$ cat src/rtl/sa_pkg.sv
// Shared types and helpers for the SA stream decoder.
package sa_pkg;

    localparam int SA_N = 7;

    typedef enum logic [1:0] {
        IDLE,
        RUN,
        HOLD
    } sa_state_t;

    // Smallest r with 2^r >= v.
    function automatic int clog2(input int unsigned v);
        int unsigned r;
        r = 0;
        while ((32'd1 << r) < v) begin
            r++;
        end
        return int'(r);
    endfunction

    // ones * 2^(n-m), saturated to 2^n - 1. ones <= 2^m, so the product
    // never exceeds 2^n and fits easily in 32 bits.
    function automatic logic [31:0] sa_scale(input logic [31:0] ones,
                                             input int unsigned m,
                                             input int unsigned n);
        logic [31:0] shifted;
        logic [31:0] limit;
        shifted = ones << (n - m);
        limit   = 32'd1 << n;
        if (shifted >= limit) begin
            return limit - 32'd1;
        end
        return shifted;
    endfunction

endpackage

$ cat src/rtl/sa_stream_decoder_if.sv
// Bitstream input, frame control and result handshake of the decoder.
interface sa_stream_decoder_if #(
    parameter int N = sa_pkg::SA_N
);
    import sa_pkg::*;

    localparam int LW = clog2(N + 1);

    logic          start;
    logic [LW-1:0] len_log2;
    logic          bit_valid;
    logic          bit_in;
    logic [N-1:0]  dout;
    logic          dout_valid;
    logic          dout_ready;
    logic          busy;
    logic [N:0]    ones_cnt;
    logic          overrun;

    modport master (
        output start, len_log2, bit_valid, bit_in, dout_ready,
        input  dout, dout_valid, busy, ones_cnt, overrun
    );

    modport slave (
        input  start, len_log2, bit_valid, bit_in, dout_ready,
        output dout, dout_valid, busy, ones_cnt, overrun
    );

endinterface

$ cat src/rtl/sa_frame_counter.sv
// Counts accepted bits and 1s of the current frame; flags the last bit.
module sa_frame_counter
    import sa_pkg::*;
#(
    parameter  int N  = SA_N,
    localparam int LW = clog2(N + 1)
) (
    input  logic          clk,
    input  logic          rst_n,
    input  logic          i_clr,
    input  logic          i_inc,
    input  logic          i_bit,
    input  logic [LW-1:0] i_m,
    output logic [N:0]    o_ones,
    output logic [N:0]    o_ones_next,
    output logic          o_last
);

    logic [N:0] r_seen;
    logic [N:0] r_ones;
    logic [N:0] w_seen_next;
    logic [N:0] w_ones_inc;
    logic [N:0] w_frame_len;

    assign w_seen_next = r_seen + (N+1)'(1);
    assign w_ones_inc  = r_ones + (N+1)'(i_bit);
    assign w_frame_len = (N+1)'(1) << i_m;

    assign o_ones      = r_ones;
    assign o_ones_next = i_inc ? w_ones_inc : r_ones;
    assign o_last      = i_inc && (w_seen_next == w_frame_len);

    // Seen/ones registers: clear wins over increment.
    always_ff @(posedge clk) begin
        if (!rst_n || i_clr) begin
            r_seen <= '0;
            r_ones <= '0;
        end else if (i_inc) begin
            r_seen <= w_seen_next;
            r_ones <= w_ones_inc;
        end
    end

endmodule

$ cat src/rtl/sa_stream_decoder.sv
// Stochastic bitstream decoder: counts 1s over 2^m bits, rescales to N bits.
module sa_stream_decoder
    import sa_pkg::*;
#(
    parameter int N = SA_N
) (
    input  logic                clk,
    input  logic                rst_n,
    sa_stream_decoder_if.slave  bus
);

    localparam int LW = clog2(N + 1);

    sa_state_t     r_state;
    sa_state_t     w_state_next;
    logic [LW-1:0] r_m;
    logic [N-1:0]  r_dout;
    logic          r_dout_valid;
    logic          r_overrun;

    logic          w_clr;
    logic          w_inc;
    logic          w_last;
    logic [N:0]    w_ones;
    logic [N:0]    w_ones_next;
    logic [LW-1:0] w_m_clamped;
    logic [N-1:0]  w_dout_next;

    // start is honoured only outside HOLD and always beats a same-cycle bit.
    assign w_clr = bus.start && (r_state != HOLD);
    assign w_inc = (r_state == RUN) && !bus.start && bus.bit_valid;

    assign w_m_clamped = (bus.len_log2 > LW'(N)) ? LW'(N) : bus.len_log2;
    assign w_dout_next = N'(sa_scale(32'(w_ones_next), 32'(r_m), N));

    sa_frame_counter #(
        .N (N)
    ) u_counter (
        .clk         (clk),
        .rst_n       (rst_n),
        .i_clr       (w_clr),
        .i_inc       (w_inc),
        .i_bit       (bus.bit_in),
        .i_m         (r_m),
        .o_ones      (w_ones),
        .o_ones_next (w_ones_next),
        .o_last      (w_last)
    );

    // FSM state register.
    always_ff @(posedge clk) begin
        if (!rst_n) begin
            r_state <= IDLE;
        end else begin
            r_state <= w_state_next;
        end
    end

    // FSM next-state logic.
    always_comb begin
        w_state_next = r_state;
        unique case (r_state)
            IDLE: if (bus.start) w_state_next = RUN;
            RUN:  if (!bus.start && w_last) w_state_next = HOLD;
            HOLD: if (r_dout_valid && bus.dout_ready) w_state_next = IDLE;
            default: w_state_next = IDLE;
        endcase
    end

    // Frame length, result register, valid flag and sticky overrun.
    always_ff @(posedge clk) begin
        if (!rst_n) begin
            r_m          <= '0;
            r_dout       <= '0;
            r_dout_valid <= 1'b0;
            r_overrun    <= 1'b0;
        end else begin
            if (w_clr) begin
                r_m <= w_m_clamped;
            end
            if (w_last) begin
                r_dout       <= w_dout_next;
                r_dout_valid <= 1'b1;
            end else if ((r_state == HOLD) && bus.dout_ready) begin
                r_dout_valid <= 1'b0;
            end
            if (w_clr) begin
                r_overrun <= 1'b0;
            end else if ((r_state == HOLD) && bus.bit_valid) begin
                r_overrun <= 1'b1;
            end
        end
    end

    assign bus.dout       = r_dout;
    assign bus.dout_valid = r_dout_valid;
    assign bus.busy       = (r_state != IDLE);
    assign bus.ones_cnt   = w_ones;
    assign bus.overrun    = r_overrun;

endmodule

$ cat src/flat_wrapper.sv
// flat-port wrapper written by rule: the top's interface ports become plain ports
module sa_stream_decoder_flat import sa_pkg::*;
#(
    parameter int N = SA_N
)
  (clk, rst_n, bus_start, bus_len_log2, bus_bit_valid, bus_bit_in, bus_dout_ready, bus_dout, bus_dout_valid, bus_busy, bus_ones_cnt, bus_overrun);
  sa_stream_decoder_if #(.N(N)) bus_i ();
  input  logic clk;
  input  logic rst_n;
  input wire logic [$bits(bus_i.start)-1:0] bus_start;
  input wire logic [$bits(bus_i.len_log2)-1:0] bus_len_log2;
  input wire logic [$bits(bus_i.bit_valid)-1:0] bus_bit_valid;
  input wire logic [$bits(bus_i.bit_in)-1:0] bus_bit_in;
  input wire logic [$bits(bus_i.dout_ready)-1:0] bus_dout_ready;
  output wire logic [$bits(bus_i.dout)-1:0] bus_dout;
  output wire logic [$bits(bus_i.dout_valid)-1:0] bus_dout_valid;
  output wire logic [$bits(bus_i.busy)-1:0] bus_busy;
  output wire logic [$bits(bus_i.ones_cnt)-1:0] bus_ones_cnt;
  output wire logic [$bits(bus_i.overrun)-1:0] bus_overrun;
  assign bus_i.start = bus_start;
  assign bus_i.len_log2 = bus_len_log2;
  assign bus_i.bit_valid = bus_bit_valid;
  assign bus_i.bit_in = bus_bit_in;
  assign bus_i.dout_ready = bus_dout_ready;
  assign bus_dout = bus_i.dout;
  assign bus_dout_valid = bus_i.dout_valid;
  assign bus_busy = bus_i.busy;
  assign bus_ones_cnt = bus_i.ones_cnt;
  assign bus_overrun = bus_i.overrun;
  sa_stream_decoder #(.N(N)) u_core (.clk(clk), .rst_n(rst_n), .bus(bus_i));
endmodule
$ cat config.mk
export PLATFORM = sky130hd
export DESIGN_NAME = sa_stream_decoder_flat
export DESIGN_NICKNAME = d
export VERILOG_FILES = /design/src/rtl/sa_pkg.sv /design/src/rtl/sa_stream_decoder_if.sv /design/src/rtl/sa_frame_counter.sv /design/src/rtl/sa_stream_decoder.sv /design/src/flat_wrapper.sv
export SDC_FILE = /design/constraint.sdc
export NUM_CORES = 1
export LEC_CHECK = 0
export ABC_AREA = 1
export CAP_MARGIN = 5
export CORE_UTILIZATION = 24
export CTS_BUF_LIST = sky130_fd_sc_hd__clkbuf_16
export DETAILED_ROUTE_END_ITERATION = 10
export DONT_BUFFER_PORTS = 1
export RECOVER_POWER = 50
export SYNTH_ARGS = -nofsm -noshare
export SYNTH_HDL_FRONTEND = slang
export SYNTH_SLANG_ARGS = --single-unit
$ cat constraint.sdc
create_clock -name clk -period 1.9 [get_ports clk]
set_clock_uncertainty 0.1 [all_clocks]
set_input_delay 0.285 -clock clk [delete_from_list [all_inputs] [get_ports clk]]
set_output_delay 0.285 -clock clk [all_outputs]
set_load 0.005 [all_outputs]
==> reports/qor.txt <==
Worst VDD drop: 0.000286 V
CORE AREA: 0.00834 mm^2
Syn Nets: 349
CTS Hold Bufs: 0
Tcrit/Tclk final: 103%
DRT antenna net count: 0
Placed Area: 0.00243 mm^2
Via density: 4.56
share of cells above drive strength 1: 28.3%
failing checks: negative setup slack
io pins: 27
share of the synthesized area in the top cell type: 28.7%
Remaining DRCs: 0
Num CTS Buffers: 5
slowest cell on the critical path: dfxtp_4
initial antenna violation count: 0
DR WL met2: 2600 um
Post-layout nets: 383
clk_lat worst skew: 0.27 ns
Hold WC Path Type: in -> reg
Seq/Total Area, Yosys: 28.7%
via count: 2170
Clock Path Buffers: 2
Mapped Area: 0.00209 mm^2
clock sink total: 30
reg2reg path depth: 14
CTS clk-pin slew, worst paths: 0.05 ns
Highest Clock Rate: 509 MHz
total routing usage reported by global routing: 13.3%
Hold WS: 0.0531 ns
largest area contributor in the netlist: dfxtp_1
Die Height: 95.4 um
WL met1: 2540 um
overall routed net length: 5450 um
gr ovfl total: 0
highest routed layer: met4
pwr dens: 624 mW/mm^2
WS Path Type: reg -> reg
ANT cells: 0
number of global-route vias before repair: 2128
Starting Density: 25.1%
Total Power: 1.72 mW
Arr. time, crit path: 2.04 ns
root buffer cell: clkbuf_16
fin. max-slew vios: 0
post-route setup slack: -0.0653 ns
Post-synth EDFFs: 0
GP Congestion: 0.812
asr flop ratio synth: 0%
synth top area cells: dfxtp_1 (29%), nand2_1 (16%), nand3_1 (10%)
Die ar.: 0.00910 mm^2
Syn-to-layout area delta: 31.8%
prevailing post-synth register cell: dfxtp_1
Rows: 33
post-route setup TNS: -0.336 ns
drt pass-1 iters: 4
Unique masters post-synth: 32
DR WL/cell: 11.4 um
first-pass GRT wire length: 9520 um
Most Frequent Cell on Critical Path: nand2_2
maxcap violations: 0
crit end category: flip-flop
worst-path cell chain: ha_4 > ha_4 > nand2_4 > nor2_4 > nand2_2 > nand3_4 > nand2_2 > nand2_2 > nand4_1 > a21oi_4 > buf_12 > nand3_2 > nand2_1 > inv_1
worst-margin pin slew: 0.282 ns
final hold vios: 0
Avg Synthesized Cell Area: 6.21 um^2
crit start category: flip-flop
CP max stage delay: 0.35 ns
Final Setup Violations: 7
worst path required time: 1.97 ns
FF/Latch Area: 613 um^2
fin area: 0.00276 mm^2
RSZ-0062 raised after global routing: true
met3 wire length: 240 um
IO buf count: 0
top-count cell post-synth: nand2_1
CP max FO: 7
Hold Crit Depth: 2
outcome: complete, but fails checks
post-placement cell count: 467
Layout Cells excl Fill: 476
Leak: 1.30 nW
Yosys reg bits: 30
Period minus WS final: 1.97 ns
synthesized netlist cell count: 337
CTS tree: done
1st-iter DRT viols: 89
Die X-Extent: 95.4 um
H-tree depth: 2
Syn. warnings: 0
Slew HR: 81.2%
Multi-input gate area: 0.00144 mm^2
Filler cells: 911
most frequent cells after synthesis: nand2_1 (88), inv_1 (43), nand3_1 (43)
Final HPWL DP: 4170 um
largest net degree at the start of global routing: 12
cells by family after synthesis:
kind of cell    count (synthesis)  synth area share [%]
simple gates                  203                  45.8
flops                          30                  28.7
buf+inv                        58                  12.0
xor+xnor                        2                 0.837
compound gates                 41                  10.9
fa+ha+maj                       3                  1.79
per-stage QoR:
stage,setup WS [ns],utilization [%]
after detailed placement,-0.135,29.1
after CTS,-0.0678,32.1
after global routing,-0.213,33.1
after floorplan,0.000746,-
final,-0.0653,33.1
after global placement,-0.0823,29.1
worst max-delay path, delay by kind of cell, from the launching register on:
kind,cells,cell delay (ns)
DFF,1,0.35
AOI/OAI and AO/OA,1,0.17
and+or+nand+nor,9,0.75
buffers and inverters,2,0.18
adders and majority gates,2,0.31
what timing repair did:
| action | CTS | global route |
|---|---|---|
| resized for setup | 25 | 24 |
| setup endpoints to repair | 7 | 10 |
| hold endpoints to repair | 0 | 0 |
| pin swaps | 18 | 13 |
| setup buffers | 1 | 1 |
layout make-up:
cell class / instances / area share (%)
clock buffers: 5 / 4.54
inverters: 51 / 7.03
well taps: 105 / 4.76
clock inverters: 2 / 0.272
repair buffers: 34 / 9.16
flip-flops and latches: 30 / 22.2
multi-input cells: 249 / 52.0
routing by layer:
layer | GRT usage, % | up-vias
met1 | 16.5 | 980
met3 | 3.67 | 6
met4 | 3.61 | 0
met5 | 0 | -
met2 | 22.5 | 36
li1 | - | 1148
sequential cells by signal, summed over array words and instances (netlist names):
register and flops:
u_core.r_m 3, u_core.r_state 2, u_core.bus.overrun 1, u_core.bus.dout_valid 1, u_core.u_counter.r_seen 8, u_core.bus.dout 7
u_core.u_counter.o_ones 8
path summary, 6_finish.rpt:
check,slack (ns),start,endpoint
worst max-delay path,-0.07,u_core.u_counter.o_ones[0],u_core.bus.dout[0]
worst min-delay path,0.05,rst_n,u_core.r_m[2]
worst max register to register,-0.07,u_core.u_counter.o_ones[0],u_core.bus.dout[0]
worst min register to register,0.40,u_core.bus.overrun,u_core.bus.overrun
report_power, final:
group	internal [mW]	switching [mW]
clock	0.467	0.266
sequential	0.647	0.0257
combinational	0.118	0.198
layout by cell type (no fill, tap or decap), drive strengths merged:
cell,Yosys,routed
ha,3,3
dfxtp,30,30
a31oi,1,1
nand3b,1,1
inv,49,51
o21ai,16,16
nand4,7,7
and2,1,1
nand2,94,94
a21oi,23,23
xor2,2,2
clkinv,2,2
nor3,2,2
buf,5,27
nor2,48,48
o21a,1,1
nand3,50,50
clkbuf,2,12
(Power assumes the default switching activity.)
